File: src/rtl/pc_pkg.sv
// pc_pkg: shared PC mux selection codes, sequencer state encoding and PC reset value.
package pc_pkg;
   localparam logic [1:0] SEL_NEXT   = 2'b00;
   localparam logic [1:0] SEL_FIRST  = 2'b01;
   localparam logic [1:0] SEL_ZERO   = 2'b10;
   localparam logic [1:0] SEL_BRANCH = 2'b11;
   localparam logic [31:0] PC_RESET_VAL = 32'h20;
   typedef enum logic [1:0] {
      BOOT     = 2'd0,
      RUN      = 2'd1,
      DRAIN    = 2'd2,
      INT_JUMP = 2'd3
   } state_t;
endpackage

File: src/rtl/pc_sequencer_if.sv
// pc_sequencer_if: sequencer <-> PC mux/pipeline signal bundle; PCSEQ_IRQ_MASK_EN adds irq_mask.
interface pc_sequencer_if #(
   parameter int ADDR_W = 32
);
   logic [ADDR_W-1:0] pc_in;
   logic              inst_is_32;
   logic              boot_valid;
   logic              stall;
   logic              branch_taken;
   logic [ADDR_W-1:0] branch_addr;
   logic              irq;
`ifdef PCSEQ_IRQ_MASK_EN
   logic              irq_mask;
`endif
   logic [1:0]        selection;
   logic              pc_enable;
   logic [ADDR_W-1:0] next_instruction_addr;
   logic              flush;
   logic              irq_ack;
   logic [ADDR_W-1:0] int_ret_addr;
   modport master (
      input  pc_in, inst_is_32, boot_valid, stall, branch_taken, branch_addr, irq,
`ifdef PCSEQ_IRQ_MASK_EN
      input  irq_mask,
`endif
      output selection, pc_enable, next_instruction_addr, flush, irq_ack, int_ret_addr
   );
   modport slave (
      output pc_in, inst_is_32, boot_valid, stall, branch_taken, branch_addr, irq,
`ifdef PCSEQ_IRQ_MASK_EN
      output irq_mask,
`endif
      input  selection, pc_enable, next_instruction_addr, flush, irq_ack, int_ret_addr
   );
endinterface

File: src/rtl/pc_incr.sv
// pc_incr: next sequential address, +1 for 16-bit and +2 for 32-bit instructions (wraps).
module pc_incr #(
   parameter int ADDR_W = 32
) (
   input  logic [ADDR_W-1:0] pc,
   input  logic              two,
   output logic [ADDR_W-1:0] next
);
   assign next = pc + ADDR_W'(two ? 2 : 1);
endmodule

File: src/rtl/pc_sequencer.sv
// pc_sequencer: PC mux control for boot, fetch, branch, stall and interrupt entry with drain.
// Build option PCSEQ_IRQ_MASK_EN adds irq_mask, which holds off interrupt acceptance in RUN.
module pc_sequencer
   import pc_pkg::*;
#(
   parameter int ADDR_W       = 32,
   parameter int DRAIN_CYCLES = 3
) (
   input logic            clk,
   input logic            rst,
   pc_sequencer_if.master bus
);
   localparam logic [3:0] DRAIN_LOAD = (DRAIN_CYCLES == 0) ? 4'd0 : 4'(DRAIN_CYCLES - 1);
   state_t            state, state_n;
   logic [3:0]        cnt, cnt_n;
   logic              pending, pending_n;
   logic [ADDR_W-1:0] ret, ret_n;
   logic [1:0]        sel;
   logic              en, fl, ack, irq_open;
`ifdef PCSEQ_IRQ_MASK_EN
   assign irq_open = !bus.irq_mask;
`else
   assign irq_open = 1'b1;
`endif
   pc_incr #(.ADDR_W(ADDR_W)) u_incr (
      .pc   (bus.pc_in),
      .two  (bus.inst_is_32),
      .next (bus.next_instruction_addr)
   );
   always_ff @(posedge clk) begin
      if (!rst) begin
         state   <= BOOT;
         cnt     <= '0;
         pending <= 1'b0;
         ret     <= '0;
      end else begin
         state   <= state_n;
         cnt     <= cnt_n;
         pending <= pending_n;
         ret     <= ret_n;
      end
   end
   always_comb begin
      state_n   = state;
      cnt_n     = cnt;
      ret_n     = ret;
      pending_n = pending | bus.irq;
      sel       = SEL_NEXT;
      en        = 1'b0;
      fl        = 1'b0;
      ack       = 1'b0;
      case (state)
         BOOT: begin
            if (bus.boot_valid) begin
               sel     = SEL_FIRST;
               en      = 1'b1;
               state_n = RUN;
            end
         end
         RUN: begin
            if (bus.branch_taken) begin
               sel = SEL_BRANCH;
               en  = 1'b1;
            end else if (pending && !bus.stall && irq_open) begin
               fl      = 1'b1;
               ret_n   = bus.pc_in;
               cnt_n   = DRAIN_LOAD;
               state_n = (DRAIN_CYCLES == 0) ? INT_JUMP : DRAIN;
            end else begin
               en = !bus.stall;
            end
         end
         DRAIN: begin
            // an older branch resolving now redirects where the handler returns to
            ret_n   = bus.branch_taken ? bus.branch_addr : ret;
            cnt_n   = (cnt == 4'd0) ? cnt : cnt - 4'd1;
            state_n = (cnt == 4'd0) ? INT_JUMP : DRAIN;
         end
         INT_JUMP: begin
            sel       = SEL_ZERO;
            en        = 1'b1;
            ack       = 1'b1;
            pending_n = 1'b0;
            state_n   = RUN;
         end
         default: state_n = BOOT;
      endcase
   end
   assign bus.selection    = rst ? sel : SEL_NEXT;
   assign bus.pc_enable    = rst & en;
   assign bus.flush        = rst & fl;
   assign bus.irq_ack      = rst & ack;
   assign bus.int_ret_addr = ret;
endmodule
File: src/flat_wrapper.sv
// flat-port wrapper written by rule: the top's interface ports become plain ports
module pc_sequencer_flat import pc_pkg::*;
#(
   parameter int ADDR_W       = 32,
   parameter int DRAIN_CYCLES = 3
)
  (clk, rst, bus_pc_in, bus_inst_is_32, bus_boot_valid, bus_stall, bus_branch_taken, bus_branch_addr, bus_irq, bus_selection, bus_pc_enable, bus_next_instruction_addr, bus_flush, bus_irq_ack, bus_int_ret_addr);
  pc_sequencer_if #(.ADDR_W(ADDR_W)) bus_i ();
  input logic clk;
  input logic rst;
  input wire logic [$bits(bus_i.pc_in)-1:0] bus_pc_in;
  input wire logic [$bits(bus_i.inst_is_32)-1:0] bus_inst_is_32;
  input wire logic [$bits(bus_i.boot_valid)-1:0] bus_boot_valid;
  input wire logic [$bits(bus_i.stall)-1:0] bus_stall;
  input wire logic [$bits(bus_i.branch_taken)-1:0] bus_branch_taken;
  input wire logic [$bits(bus_i.branch_addr)-1:0] bus_branch_addr;
  input wire logic [$bits(bus_i.irq)-1:0] bus_irq;
  output wire logic [$bits(bus_i.selection)-1:0] bus_selection;
  output wire logic [$bits(bus_i.pc_enable)-1:0] bus_pc_enable;
  output wire logic [$bits(bus_i.next_instruction_addr)-1:0] bus_next_instruction_addr;
  output wire logic [$bits(bus_i.flush)-1:0] bus_flush;
  output wire logic [$bits(bus_i.irq_ack)-1:0] bus_irq_ack;
  output wire logic [$bits(bus_i.int_ret_addr)-1:0] bus_int_ret_addr;
  assign bus_i.pc_in = bus_pc_in;
  assign bus_i.inst_is_32 = bus_inst_is_32;
  assign bus_i.boot_valid = bus_boot_valid;
  assign bus_i.stall = bus_stall;
  assign bus_i.branch_taken = bus_branch_taken;
  assign bus_i.branch_addr = bus_branch_addr;
  assign bus_i.irq = bus_irq;
  assign bus_selection = bus_i.selection;
  assign bus_pc_enable = bus_i.pc_enable;
  assign bus_next_instruction_addr = bus_i.next_instruction_addr;
  assign bus_flush = bus_i.flush;
  assign bus_irq_ack = bus_i.irq_ack;
  assign bus_int_ret_addr = bus_i.int_ret_addr;
  pc_sequencer #(.ADDR_W(ADDR_W), .DRAIN_CYCLES(DRAIN_CYCLES)) u_core (.clk(clk), .rst(rst), .bus(bus_i));
endmodule
File: config.mk
export PLATFORM = sky130hd
export DESIGN_NAME = pc_sequencer_flat
export DESIGN_NICKNAME = d
export VERILOG_FILES = /design/src/rtl/pc_pkg.sv /design/src/rtl/pc_sequencer_if.sv /design/src/rtl/pc_incr.sv /design/src/rtl/pc_sequencer.sv /design/src/flat_wrapper.sv
export SDC_FILE = /design/constraint.sdc
export NUM_CORES = 1
export LEC_CHECK = 0
export BUFFER_PORTS_ARGS = -buffer_cell sky130_fd_sc_hd__buf_4
export CAP_MARGIN = 40
export CORE_ASPECT_RATIO = 0.9
export CORE_MARGIN = 2
export CORE_UTILIZATION = 49
export CTS_CLUSTER_DIAMETER = 40
export DETAILED_ROUTE_END_ITERATION = 16
export GPL_TIMING_DRIVEN = 0
export PLACE_DENSITY_LB_ADDON = 0.2
export SKIP_LAST_GASP = 1
export SLEW_MARGIN = 20
export SYNTH_ARGS = -nofsm -noshare
export SYNTH_HDL_FRONTEND = slang
export SYNTH_SLANG_ARGS = --single-unit
File: constraint.sdc
create_clock -name clk -period 5.35 [get_ports clk]
set_input_delay 1.3375 -clock clk [delete_from_list [all_inputs] [get_ports clk]]
set_output_delay 1.3375 -clock clk [all_outputs]
set_load 0.005 [all_outputs]
==> flow_metrics.env <==
export IMPL_timing_rr_end="u_core.cnt[2]"
export IMPL_rsz0062_at_grt="false"
export IMPL_top_layer="met4"
export IMPL_synthSimpleGateAreaFrac_pct=21.7
export IMPL_antenna_found_initial=0
export IMPL_synthCells=298
export IMPL_synth_seq_cells=39
export IMPL_fmax_mhz=208
export IMPL_worstPathArrival_ns=3.47
export IMPL_postSynthAreaPerCell_sq_um=9.07
export IMPL_dpl_cell_area_sq_mm=0.00382
export IMPL_die_x_um=82.3
export IMPL_ant_nets=0
export IMPL_cts_setup_buffers=0
export IMPL_wl_per_cell_um=15.7
export IMPL_setup_viol=0
export IMPL_clock_latency_ns=0.30
export IMPL_fin_crit_ns=4.81
export IMPL_synth_xor_area_share_pct=9.72
export IMPL_vdd_drop_max_uv=266
export IMPL_ys_warnings_count=0
export IMPL_p_leak_uw=0.00204
export IMPL_hold_buffers=0
export IMPL_final_area_sq_mm=0.00391
export IMPL_worstMarginPinSlew_ns=0.559
export IMPL_cts_buffers=5
export IMPL_hold_class="reg2reg"
export IMPL_critPathKind="in2out"
export IMPL_synthesis_nets=378
export IMPL_synth_top_family_by_area="simple AND/OR/NAND/NOR gates"
export IMPL_crit_end="bus_next_instruction_addr[28]"
export IMPL_stdcell_count=511
export IMPL_ios=140
export IMPL_cp_start_kind="primary input"
export IMPL_grt_pass1_vias=2762
export IMPL_drc=0
export IMPL_num_fill_cells=421
export IMPL_r2r_start="u_core.state[0]"
export IMPL_synthMuxAreaShare_pct=11.8
export IMPL_drive_gt1_share_pct=36.3
export IMPL_first_iter_violations=112
export IMPL_hold_viol_final=0
export IMPL_rrSetupSlack_ns=3.32
export IMPL_routed_wl_met3_um=552
export IMPL_fin_crit_sh_pct=89.9
export IMPL_cts_tree="done"
export IMPL_synth_compound_area_share_pct=17.7
export IMPL_met1Wirelength_um=3310
export IMPL_first_pass_iters=4
export IMPL_cts_repair_resized=0
export IMPL_power_density_mw_per_mm2=373
export IMPL_hp_start="u_core.bus.int_ret_addr[24]"
export IMPL_end_kind="output port"
export IMPL_viasPerCell=5.44
export IMPL_hpwl_um=6300
export IMPL_dieArea_sq_mm=0.00613
export IMPL_worstPathMaxFanout=7
export IMPL_finClkSkew_ns=0.00657
export IMPL_grt_pass1_wl_um=12600
export IMPL_dr_wl_met2_um=4010
export IMPL_grt_start_max_net_pins=12
export IMPL_area_delta_synth_final_pct=44.4
export IMPL_num_antenna_cells=0
export IMPL_placed_cells=503
export IMPL_place_congestion=0.776
export IMPL_htreeDepth=2
export IMPL_clockBufferDepth=2
export IMPL_reg2regPathDepth=7
export IMPL_synth_distinct_cells=39
export IMPL_track_usage_pct=26.8
export IMPL_slew_headroom_pct=62.6
export IMPL_finalCoreUtilization_pct=73.9
export IMPL_p_total_uw=1460
export IMPL_critPathRequiredTime_ns=4.01
export IMPL_wl_um=8000
export IMPL_clk_pin_slew_worst_paths_ns=0.08
export IMPL_core_area_sq_mm=0.00529
export IMPL_synthAdderAreaFrac_pct=4.44
export IMPL_cts_root_buffer_cell="clkbuf_8"
export IMPL_final_nets=523
export IMPL_tns_ns=0
export IMPL_vias=2779
export IMPL_die_h_um=74.5
export IMPL_overflow=0
export IMPL_rows=25
export IMPL_netlist_area_sq_mm=0.00270
export IMPL_drv_slew=0
export IMPL_crit_start="bus_inst_is_32"
export IMPL_numClockSinks=39
export IMPL_portBuffers=138
export IMPL_initial_core_util_pct=51.1
export IMPL_maxCapViolCount=0
export IMPL_status="completed"
export IMPL_yosysSeqAreaShare_pct=28.9
==> worst min-delay path by stage <==
stage	end	slack (ns)	cells after the start
after global routing	u_core.bus.int_ret_addr[24]	0.52	1
after CTS	u_core.bus.int_ret_addr[12]	0.51	1
after detailed placement	u_core.bus.int_ret_addr[12]	0.49	1
final	u_core.bus.int_ret_addr[24]	0.51	1
after floorplan	u_core.cnt[0]	0.48	2
after global placement	u_core.bus.int_ret_addr[18]	0.48	1
==> synth_stat cells, drive strengths merged <==
cell type   n  area (sq um)
a22o        1          8.76
nand2b      3          18.8
nor3b       1          7.51
o21a        2          15.0
and4b       1          10.0
o211a      33           330
nand3b      1          7.51
a21boi      3          22.5
xnor2      27           236
and2        6          37.5
o31ai       1          7.51
or3b        1          11.3
ha          8           100
a21o        1          7.51
mux2i      32           320
nand4      18           113
buf        11          88.8
nor4        3          48.8
xor2        3          26.3
fa          1          20.0
o21ai       2          10.0
a211oi      1          20.0
nand2      46           173
nor2b       1          6.26
o311a       1          10.0
and4bb      1          12.5
inv        10          37.5
nand3       6          30.0
dfxtp      39           781
nor2        9          33.8
clkbuf      8          30.0
a21oi       4          31.3
and3        8          50.1
and4        3          26.3
o211ai      2          15.0
==> logic make-up (layout without fill, tap and decap cells) <==
family	after synthesis	in the layout
xor gates and xnor gates	30	30
muxes	32	32
DFF	39	39
and+or+nand+nor	108	108
buffers and inverters	29	175
adders and majority gates	9	9
AOI/OAI and AO/OA	51	51
==> critical path: stages <==
cell and delay [ns]:
buf_4 0.12, inv_1 0.10, ha_1 0.18, inv_1 0.05, fa_1 0.44, nand3b_1 0.26
nor2_1 0.47, nand4_1 0.19, xnor2_1 0.19, buf_4 0.14
==> registers in the layout, summed over array words and instances (netlist names) <==
signal	count
u_core.state	2
u_core.bus.int_ret_addr	32
u_core.pending	1
u_core.cnt	4
==> cell type report <==
type | count | area, sq um | share of cell area [%]
clock inverters | 1 | 5.00 | 0.128
well taps | 67 | 83.8 | 2.15
clock buffers | 7 | 76.3 | 1.95
inverters | 10 | 37.5 | 0.961
repair buffers | 138 | 1040 | 26.5
flip-flops and latches | 39 | 781 | 20.0
multi-input cells | 230 | 1770 | 45.2
plain buffers | 19 | 119 | 3.04
==> cell usage in the layout (no fill, tap or decap), drive strengths merged, types with 2 or more instances in the layout <==
master / count
o211ai: 2
a21boi: 3
o21a: 2
o21ai: 2
nand4: 18
a21oi: 4
and2: 6
inv: 10
nor2: 9
nand2b: 3
xnor2: 27
mux2i: 32
and3: 8
xor2: 3
o211a: 33
nand3: 6
nor4: 3
nand2: 46
and4: 3
clkbuf: 15
ha: 8
dfxtp: 39
buf: 149
==> where the power goes <==
part	switching [uW]	total, uW	leakage (uW)	internal, uW
clock network	110	201	0.0000422	91.7
logic	332	749	0.00168	417
registers	80.3	507	0.000321	427
==> per-layer routing <==
layer	vias to the layer above	GRT usage, %
li1	1364	-
met1	1317	31.3
met2	85	47.0
met3	13	7.04
met4	0	9.63
met5	-	0
==> metrics by stage <==
stage	hold WS [ns]	setup WS [ns]
after floorplan	0.481	1.10
after global placement	0.481	0.550
after detailed placement	0.486	0.542
after CTS	0.505	0.515
after global routing	0.519	0.306
final	0.506	0.541
(Power assumes the default switching activity.)
